<file path="src/rtl/vt52_key_encoder.sv">
// rtl/vt52_key_encoder.sv - VT52 keyboard/identify encoder feeding a UART byte stream
// Key FIFO, identify pending flag, and a 3-byte sequence register drained by a two-state FSM.
module vt52_key_encoder #(
    parameter int FIFO_AW = 3
) (
    input  logic               clk,
    input  logic               reset,
    input  logic [7:0]         key_data,
    input  logic               key_strobe,
    input  logic               ident_req,
    output logic [7:0]         m_axis_tdata,
    output logic               m_axis_tvalid,
    input  logic               m_axis_tready,
    output logic               key_drop,
    output logic [FIFO_AW:0]   fifo_level
);
    localparam int DEPTH = 2 ** FIFO_AW;

    typedef enum logic {S_IDLE = 1'b0, S_SEND = 1'b1} state_t;

    state_t               state_q, state_d;
    logic [7:0]           mem [DEPTH];
    logic [FIFO_AW-1:0]   wr_ptr_q, wr_ptr_d, rd_ptr_q, rd_ptr_d;
    logic [FIFO_AW:0]     level_q, level_d;
    logic                 ident_pend_q, ident_pend_d;
    logic                 drop_q, drop_d;
    logic [2:0][7:0]      seq_q, seq_d;
    logic [1:0]           len_q, len_d, idx_q, idx_d;
    logic                 push, pop, ident_clr, full, empty;
    logic [7:0]           head, cursor_byte;

    // Level can only reach DEPTH, so its MSB alone flags full.
    assign full  = level_q[FIFO_AW];
    assign empty = (level_q == '0);
    assign head  = mem[rd_ptr_q];

    always_comb begin
        cursor_byte = 8'h41;
        case (head[2:0])
            3'd0: cursor_byte = 8'h41;
            3'd1: cursor_byte = 8'h42;
            3'd2: cursor_byte = 8'h43;
            3'd3: cursor_byte = 8'h44;
            3'd4: cursor_byte = 8'h48;
            3'd5: cursor_byte = 8'h50;
            3'd6: cursor_byte = 8'h51;
            default: cursor_byte = 8'h52;
        endcase
    end

    always_comb begin
        state_d   = state_q;
        seq_d     = seq_q;
        len_d     = len_q;
        idx_d     = idx_q;
        pop       = 1'b0;
        ident_clr = 1'b0;
        case (state_q)
            S_IDLE: begin
                if (ident_pend_q) begin
                    seq_d     = {8'h4B, 8'h2F, 8'h1B};
                    len_d     = 2'd3;
                    idx_d     = 2'd0;
                    ident_clr = 1'b1;
                    state_d   = S_SEND;
                end else if (!empty) begin
                    pop   = 1'b1;
                    idx_d = 2'd0;
                    if (!head[7]) begin
                        seq_d   = {16'h0000, head};
                        len_d   = 2'd1;
                        state_d = S_SEND;
                    end else if (head[6:3] == 4'd0) begin
                        seq_d   = {8'h00, cursor_byte, 8'h1B};
                        len_d   = 2'd2;
                        state_d = S_SEND;
                    end
                    // Codes 88..FF are popped with nothing loaded.
                end
            end
            S_SEND: begin
                if (m_axis_tready) begin
                    if (idx_q == len_q - 2'd1) begin
                        idx_d   = 2'd0;
                        state_d = S_IDLE;
                    end else begin
                        idx_d = idx_q + 2'd1;
                    end
                end
            end
            default: state_d = S_IDLE;
        endcase
    end

    always_comb begin
        push     = key_strobe && !full;
        drop_d   = key_strobe && full;
        wr_ptr_d = push ? wr_ptr_q + 1'b1 : wr_ptr_q;
        rd_ptr_d = pop ? rd_ptr_q + 1'b1 : rd_ptr_q;
        level_d  = level_q;
        case ({push, pop})
            2'b10:   level_d = level_q + 1'b1;
            2'b01:   level_d = level_q - 1'b1;
            default: level_d = level_q;
        endcase
        // A request on the load cycle counts as a new request.
        ident_pend_d = (ident_pend_q && !ident_clr) || ident_req;
    end

    always_ff @(posedge clk or posedge reset) begin
        if (reset) begin
            state_q      <= S_IDLE;
            wr_ptr_q     <= '0;
            rd_ptr_q     <= '0;
            level_q      <= '0;
            ident_pend_q <= 1'b0;
            drop_q       <= 1'b0;
            seq_q        <= '0;
            len_q        <= 2'd1;
            idx_q        <= 2'd0;
        end else begin
            state_q      <= state_d;
            wr_ptr_q     <= wr_ptr_d;
            rd_ptr_q     <= rd_ptr_d;
            level_q      <= level_d;
            ident_pend_q <= ident_pend_d;
            drop_q       <= drop_d;
            seq_q        <= seq_d;
            len_q        <= len_d;
            idx_q        <= idx_d;
        end
    end

    always_ff @(posedge clk) begin
        if (push) begin
            mem[wr_ptr_q] <= key_data;
        end
    end

    always_comb begin
        m_axis_tdata = seq_q[0];
        case (idx_q)
            2'd0:    m_axis_tdata = seq_q[0];
            2'd1:    m_axis_tdata = seq_q[1];
            default: m_axis_tdata = seq_q[2];
        endcase
    end

    assign m_axis_tvalid = (state_q == S_SEND);
    assign key_drop      = drop_q;
    assign fifo_level    = level_q;
endmodule

</file>
<file path="config.mk">
export PLATFORM = sky130hd
export DESIGN_NAME = vt52_key_encoder
export DESIGN_NICKNAME = d
export VERILOG_FILES = /design/src/rtl/vt52_key_encoder.sv
export SDC_FILE = /design/constraint.sdc
export NUM_CORES = 1
export LEC_CHECK = 0
export CAP_MARGIN = 15
export CORE_UTILIZATION = 35
export CTS_CLUSTER_DIAMETER = 30
export DETAILED_ROUTE_END_ITERATION = 7
export GPL_TIMING_DRIVEN = 1
export PLACE_DENSITY_LB_ADDON = 0.15
export SYNTH_ARGS = -nofsm -noshare
export SYNTH_HDL_FRONTEND = slang
export SYNTH_SLANG_ARGS = --single-unit
</file>
<file path="constraint.sdc">
create_clock -name clk -period 3.7 [get_ports clk]
set_input_delay 0.555 -clock clk [delete_from_list [all_inputs] [get_ports clk]]
set_output_delay 0.555 -clock clk [all_outputs]
set_load 0.02 [all_outputs]
</file>
== Yosys cells after proc, flatten, opt, wreduce, memory -nomap -nowiden ==
Memory sizes are Yosys's and may differ from the RTL's.
Cells that the tools add are included.

* Memories kept: 1
* RAM bits: 64
* Word-level logic and storage cells: 76
* Output and inout port bits: 14
* Bits of input ports: 13
* Register bits after elaboration: 41

{| class="wikitable"
|+ Memories
! memory !! words !! bits a word !! read ports !! clocked after memory_dff !! write ports !! line !! source
|-
| mem || 8 || 8 || 1 || 0 || 1 || 22 || <nowiki>logic [7:0] mem [DEPTH];</nowiki>
|}

* Bitwise operators: 1
* Mux-type cells: 30
* Add/subtract/negate cells: 6
* Equality and inequality tests: 14
* Reductions and logical operators: 13

{| class="wikitable"
|+ Operator list
! kind !! number
|-
| 2-to-1 mux 24 bit || 4
|-
| case mux 5 bit (7 select lines) || 1
|-
| 2-to-1 mux 2 bit || 8
|-
| case mux 8 bit (2 select lines) || 1
|-
| 2-to-1 mux 1 bit || 13
|-
| == test 3 bit (second input constant) || 3
|-
| zero test 4 bit || 2
|-
| case mux 4 bit (2 select lines) || 1
|-
| adder 3 x 1 -> 3 bit (second input constant) || 2
|-
| == test 3 x 2 -> 1 bit (second input constant) || 2
|-
| adder 4 x 1 -> 4 bit (second input constant) || 1
|-
| == test 2 x 1 -> 1 bit (second input constant) || 2
|-
| != test 2 bit (second input constant) || 2
|-
| case mux 2 bit (2 select lines) || 1
|-
| subtractor 4 x 1 -> 4 bit (second input constant) || 1
|-
| == test 3 x 1 -> 1 bit (second input constant) || 1
|-
| logical AND 1 bit || 3
|-
| zero test 3 bit || 1
|-
| != test 3 x 2 -> 1 bit (second input constant) || 1
|-
| != test 3 bit (second input constant) || 1
|-
| AND reduction 3 bit || 1
|-
| adder 2 x 1 -> 2 bit (second input constant) || 1
|-
| == test 2 bit || 1
|-
| == test 2 bit (second input constant) || 1
|-
| other kinds (8) || 9
|}

== Longest topological paths before layout ==
Gate-level depths: netlist of run 1.
An unclocked memory read counts as a cell.

* Word-level depth: 7
* Mapped depth: 9
* Depth with buffers taken out: 9

== Worst setup path after synthesis of run 1 ==
OpenSTA, ideal clock, no wires.

* Path type: flip-flop to flip-flop
* Start: reg state_q, in the netlist m_axis_tvalid
* End: reg level_q[3], in the netlist fifo_level[3]
* Library setup time: 133 ps
* Stages on the path, launching flop included: 10
* Period minus slack after synthesis: 2,369 ps
* Data required time: 3,567 ps
* Path buffers: 1
* Setup slack: 1,331 ps
* Data arrival time: 2,236 ps
* Path through: dfrtp_1 -> clkbuf_1 -> nor3_1 -> ha_1 -> ha_1 -> a21o_1 -> a21oi_1 -> xnor2_1 -> nor2_1 -> xor2_1

* Cells in the longest elaborated chain, start to end: 3
* Elaborated cells on any way between the ends: 5
* Those cells by class: 2 x eq/ne; 2 x mux; 1 x reduce/logical

{| class="wikitable"
|+ RTL lines
! item !! line !! source
|-
| start, declared || 21 || <nowiki>state_t state_q, state_d;</nowiki>
|-
| start signal, assigned || 122 || <nowiki>state_q <= state_d;</nowiki>
|-
| 2-to-1 mux 1 bit * || 58 || <nowiki>case (state_q)</nowiki>
|-
| net pop || 29 || <nowiki>logic push, pop, ident_clr, full, empty;</nowiki>
|-
| == test 2 x 1 -> 1 bit / == test 2 bit (equally long branches) || 101 || <nowiki>case ({push, pop})</nowiki>
|-
| case mux 4 bit (2 select lines) / nonzero test 2 bit (equally long branches) || - ||
|-
| end signal, assigned || 125 || <nowiki>level_q <= level_d;</nowiki>
|-
| end, declared || 24 || <nowiki>logic [FIFO_AW:0] level_q, level_d;</nowiki>
|}

The timed path passes the listed nets; every way through them passes the cells marked *.
A chain may end at the register's enable or synchronous reset.

== Final worst setup path of run 1 ==
* Start: reg idx_q[0]
* End: out m_axis_tdata[1]

* Cells in the longest elaborated chain, start to end: 2
* Elaborated cells on any way between the ends: 3
* Those cells by class: 1 x eq/ne; 1 x mux; 1 x reduce/logical

{| class="wikitable"
|+ RTL lines
! item !! line !! source
|-
| start, declared || 28 || <nowiki>logic [1:0] len_q, len_d, idx_q, idx_d;</nowiki>
|-
| start signal, assigned || 130 || <nowiki>idx_q <= idx_d;</nowiki>
|-
| == test 2 x 1 -> 1 bit / zero test 2 bit (equally long branches) || 142 || <nowiki>case (idx_q)</nowiki>
|-
| case mux 8 bit (2 select lines) * || 142 ||
|-
| end, declared || 11 || <nowiki>output logic [7:0] m_axis_tdata,</nowiki>
|}

Every way passes the cells marked *; elsewhere a longest branch is shown, timed or not.

==> qor.yml, run 1 <==
drc: 0
clk_latency_ns: 0.34
dp.final_hpwl_um: 5020
num_rows: 39
num_antenna_cells: 0
p_leak_uw: 0.00179
worst_hold_path_type: "reg2reg"
cts_setup_buffers: 0
synth_top_area_share: 0.471
gr-total-overflow: 0
min_period_ns: 2.93
rsz0062_at_grt: "false"
die-area_um2: 12100
hold_violations: 0
status: "finished clean"
yosysSeqAreaShare: 0.661
critPathTopFamily: "buffers and inverters"
synthFlopType: "edfxtp_1"
cts_buffers: 9
synthArstFlopShare: 0.326
clock_skew_ns: 0.00515
syn_to_final_growth_pct: 19.3
max_stage_delay_ns: 0.59
cts_hold_buf: 0
nFillCells: 1018
fmax_ghz: 0.341
cap_violations: 0
setup_viol: 0
cp_cell_sequence: "inv_1 -> ha_1 -> nor3_1 -> a221o_1 -> clkdlybuf4s50_1"
worstPathRequired_ns: 3.14
final_antenna_net_count: 0
start_util: 0.359
htree_levels: 3
cts.sink_count: 95
clockRootBuffer: "clkbuf_16"
synth-edff-count: 64
critPathCaptureType: "primary output"
cts_tree: "yes"
port_buffers: 25
cts_buffer_depth: 2
antenna_found_initial: 0
synth-warning-count: 0
synth_nets: 276
num_vias: 2127
grt_usage: 0.141
synth_top_cell_by_area: "edfxtp_1"
firstDrtPassIters: 4
final_nets: 313
grt_pass1_wl_um: 11900
max_slew_margin: 0.424
synth_cells: 255
ios: 27
synth_area_um2: 4080
critPathLaunchType: "register"
holdWs_ns: 0.496
gp_congestion: 0.714
synth-seq-cells: 95
post-place-cells: 424
stdcell_count: 440
crit_fanout: 8
synthTopCellsByArea: "edfxtp_1 (47%), dfrtp_1 (18%), mux4_2 (4.4%), mux4_1 (3.9%), mux2i_1 (3.2%)"
cts_resized: 0
routed_wl_um: 7450
worst-r2r-setup-slack_ns: 0.93
die_width_um: 110
tns_ns: 0
design.core.area_um2: 11400
ir_worst_vdd_mv: 0.491
grt_start_max_net_pins: 32
viasPerCell: 4.83
power_density_nw_per_um2: 834
tightest_slew_ns: 0.857
synth_area_per_cell_um2: 16.0
clk_pin_slew_worst_paths_ns: 0.07
grt_pass1_vias: 2139
timing.final.crit_share: 0.793
dieHeight_um: 110
wl_per_cell_um: 16.9
drv_slew: 0
drive_gt1_frac: 0.158
worstSetupPathType: "reg2out"
post_dp_cell_area_um2: 4520
fin_area_um2: 4870
drt_iter0_drc: 109
arrival_ns: 2.38
synth_cell_types: 42
critPathSlowestCell: "clkdlybuf4s50_1"
post-route-util: 0.428
cp.buffers_inverters: 2
sequential cells by signal, summed over array words and instances, names as in the netlist:
name and flops:
mem 64, seq_q 14, fifo_level 4, rd_ptr_q 3
wr_ptr_q 3, idx_q 2, len_q 2, ident_pend_q 1
key_drop 1, m_axis_tvalid 1
cells in the mapped netlist, types with 3 or more instances:
library cell,n
dfrtp_1,30
xor2_1,6
o21ai_0,5
xnor2_1,4
nor2_1,11
a22o_1,4
a21oi_1,4
a21o_1,4
nor2b_1,3
nand3_1,3
mux4_2,8
a221o_1,5
mux2_2,7
nand2b_1,4
inv_1,15
ha_1,7
mux4_1,6
o22ai_1,5
mux2i_1,13
nand2_1,11
clkbuf_1,4
edfxtp_1,64
nor3_1,6
placed cells by master, fill, tap and decap left out, types with 7 or more instances in the layout:
| master | netlist | final |
|---|---|---|
| mux2i_1 | 13 | 13 |
| inv_1 | 15 | 15 |
| clkbuf_16 | 0 | 9 |
| nor2_1 | 11 | 11 |
| edfxtp_1 | 64 | 64 |
| mux2_2 | 7 | 7 |
| dfrtp_1 | 30 | 30 |
| nand2_1 | 11 | 11 |
| ha_1 | 7 | 7 |
| clkdlybuf4s50_1 | 0 | 25 |
| mux4_2 | 8 | 8 |
| buf_4 | 2 | 12 |
logic make-up after synthesis:
kind of cell    count (synthesis)  share of synthesized area
compound gates                 37                     0.0715
flops                          95                      0.661
xor+xnor                       10                     0.0215
buf+inv                        26                     0.0325
mux                            34                      0.134
other cells                     1                   0.000919
fa+ha+maj                       8                     0.0264
simple gates                   44                     0.0518
power breakdown:
part	internal [uW]	switching [uW]	total, uW
Combinational	710	692	1400
Sequential	1370	225	1600
Clock	663	399	1060
area by class of cell:
class,instances,area [um^2],share of cell area
clock buffer,9,225,0.0463
clock inverter,7,120,0.0247
inverter,15,56.3,0.0116
multi-input combinational,134,1250,0.256
sequential,95,2700,0.554
tap,143,179,0.0368
timing repair buffer,37,340,0.0699
routing by layer:
layer  wire length, um  GRT usage  vias to the layer above  share of wire
li1                  -          -                     1045              -
met1              3510      0.180                     1047           0.47
met2              3600      0.225                       27           0.48
met3               211     0.0406                        8          0.028
met4               128     0.0600                        0          0.017
met5                 0          0                        -              0
path summary, 6_finish.rpt:
path / start / to / depth (start not counted)
worst max register to register: rd_ptr_q[0] / seq_q[9] / 6
max in group asynchronous: reset / len_q[0] / 3
worst min register to register: seq_q[14] / seq_q[14] / 1
min in group asynchronous: reset / idx_q[0] / 3
worst max-delay path: idx_q[0] / m_axis_tdata[1] / 5
worst min-delay path: seq_q[14] / seq_q[14] / 1
through the flow:
step | total power (uW) | setup WS (ns)
finish | 4060 | 0.765
global route | 4320 | 0.536
detailed placement | 3040 | 0.834
global placement | 3030 | 0.894
CTS | 4120 | 0.675
floorplan | 2610 | 1.33
No activity file was read; power rests on OpenSTA's default activity.
==> run 2, diff against run 1 <==
Clock period 3.7 ns to 2.88 ns, I/O delays scaled along.
==> run 2 against run 1 <==
Via count grew 3.2%. Highest routed layer unchanged. Global-route usage is 0.32 points lower. Utilization grew 0.19 points. Total power increased by 26%. Hold slack worse by 0.010 ns. Worst setup slack got worse by 0.55 ns. Sequential share of layout area decreased by 0.24 points. Die area did not move. Clock skew about the same. Combinational power rose by 40%. Non-clock buffer count up 7. Critical path type unchanged. Sequential power rose by 24%.
==> qor.yml, run 2 (same netlist as run 1, synthesis figures left out) <==
status: "finished clean"
critPathCaptureType: "primary output"
p_leak_uw: 0.00181  # +0.88%
num_vias: 2195  # +3.2%
timing.final.crit_share: 0.924
htree_levels: 3  # unchanged
start_util: 0.359  # unchanged
power_density_nw_per_um2: 1050  # +26%
final_cell_mix: "edfxtp_1 (64), dfrtp_1 (30), clkdlybuf4s50_1 (25), buf_4 (18), inv_1 (15)"
setup_viol: 0  # unchanged
dp.final_hpwl_um: 5100  # +1.6%
final_nets: 320  # +2.2%
total_power_uw: 5130  # +26%
hold_violations: 0  # unchanged
largest_register_ffs: 64  # unchanged
grt_pass1_wl_um: 11900  # about the same
syn_to_final_growth_pct: 19.8
final_antenna_net_count: 0  # unchanged
drv_slew: 0  # unchanged
max_slew_margin: 0.548  # +0.124
wl_per_cell_um: 17.0  # +0.15%
stdcell_count: 447  # +1.6%
viasPerCell: 4.91  # +1.6%
r2r_end: "seq_q[12]"
min_period_ns: 2.66
drive_gt1_frac: 0.174  # +0.0161
cts_tree: "yes"
num_rows: 39  # unchanged
gr-total-overflow: 0  # unchanged
port_buffers: 25  # unchanged
tightest_slew_ns: 0.678  # -0.179 ns
critPathSlowestCell: "clkdlybuf4s50_1"
tns_ns: 0  # unchanged
post-place-cells: 431  # +1.7%
critPathTopFamily: "buffers and inverters"
critPathLaunchType: "register"
r2r_start: "rd_ptr_q[0]"
clk_latency_ns: 0.34  # about the same
drc: 0  # unchanged
worstPathRequired_ns: 2.45  # -0.69 ns
regMostFlops: "mem"
die_width_um: 110  # unchanged
crit_fanout: 8  # unchanged
num_antenna_cells: 0  # unchanged
worstSetupPathType: "reg2out"
cap_violations: 0  # unchanged
grt_start_max_net_pins: 32  # unchanged
cts_buffer_depth: 2  # unchanged
final_common_cell: "edfxtp_1"
worst_hold_path_type: "in2async"
clock_skew_ns: 0.00533  # +0.000179 ns
cts.sink_count: 95  # unchanged
cp.buffers_inverters: 2  # unchanged
worst-r2r-setup-slack_ns: 0.47  # -0.46 ns
reg2reg_depth: 6  # unchanged
die-area_um2: 12100  # unchanged
routed_wl_um: 7580  # +1.7%
drt_iter0_drc: 88  # -19%
clk_pin_slew_worst_paths_ns: 0.07  # about the same
ir_worst_vdd_mv: 0.506  # +3.1%
fmax_ghz: 0.376
dieHeight_um: 110  # unchanged
post_dp_cell_area_um2: 4590  # +1.4%
cp_cell_sequence: "inv_1 -> ha_1 -> nor3_2 -> a221o_1 -> clkdlybuf4s50_1"
max_stage_delay_ns: 0.60  # about the same
design.core.area_um2: 11400  # unchanged
gp_congestion: 0.747  # +4.7%
antenna_found_initial: 0  # unchanged
fin_area_um2: 4890  # +0.44%
firstDrtPassIters: 4  # unchanged
arrival_ns: 2.23  # -0.15 ns
rsz0062_at_grt: "false"
grt_usage: 0.138  # -0.00322
cts_buffers: 9  # unchanged
clockRootBuffer: "clkbuf_16"
grt_pass1_vias: 2169  # +1.4%
ios: 27  # unchanged
post-route-util: 0.430  # +0.00187
==> run 2: stage by stage <==
stage	hold slack [ns]	worst slack, ns
2_1_floorplan	0.457	0.511
3_3_place_gp	0.491	0.406
3_5_place_dp	0.487	0.414
4_1_cts	0.491	0.110
5_1_grt	0.530	0.0798
6_report	0.486	0.218
==> run 2: worst register-to-register path, cell delays in order, from the launching register on <==
cell     delay (ns)
dfrtp_1        0.37
buf_12         0.20
mux4_1         0.56
mux2i_1        0.32
nand4_1        0.26
o21ai_4        0.23
mux2_2         0.36
==> run 2: timing repair <==
item | 4_1_cts | 5_1_grt
setup buffers | 0 | 0
endpoints found under the hold margin | 0 | 0
hold buffers | 0 | 0
gates resized for setup | 0 | 1
setup endpoints to repair | 0 | 4
==> run 2: report_power, final <==
group          internal [uW]  leakage (uW)  switching, uW
sequential              1760      0.000934            235
combinational            981      0.000735            976
clock                    673      0.000141            510
==> run 2: routing by layer <==
| metal | wire length [um] | global-route usage | vias to the layer above |
|---|---|---|---|
| met5 | 0 | 0 | - |
| met4 | 119 | 0.0629 | 0 |
| met3 | 211 | 0.0247 | 9 |
| met2 | 3690 | 0.228 | 33 |
| met1 | 3560 | 0.177 | 1099 |
| li1 | - | - | 1054 |
==> run 2: cell type report <==
class / instances / area, um^2
clock buffers: 9 / 225
clock inverters: 7 / 71.3
fillers: 1045 / 6480
inverters: 15 / 56.3
multi-input cells: 134 / 1250
flip-flops and latches: 95 / 2700
well taps: 143 / 179
repair buffers: 44 / 405
==> run 2: worst max-delay path by stage <==
stage,startpoint,endpoint,slack [ns],cells past startpoint
floorplan,m_axis_tvalid,fifo_level[3],0.51,9
global placement,key_strobe,fifo_level[3],0.41,10
detailed placement,key_strobe,fifo_level[3],0.41,10
CTS,idx_q[0],m_axis_tdata[1],0.11,5
global route,idx_q[0],m_axis_tdata[3],0.08,5
finish,idx_q[0],m_axis_tdata[1],0.22,5
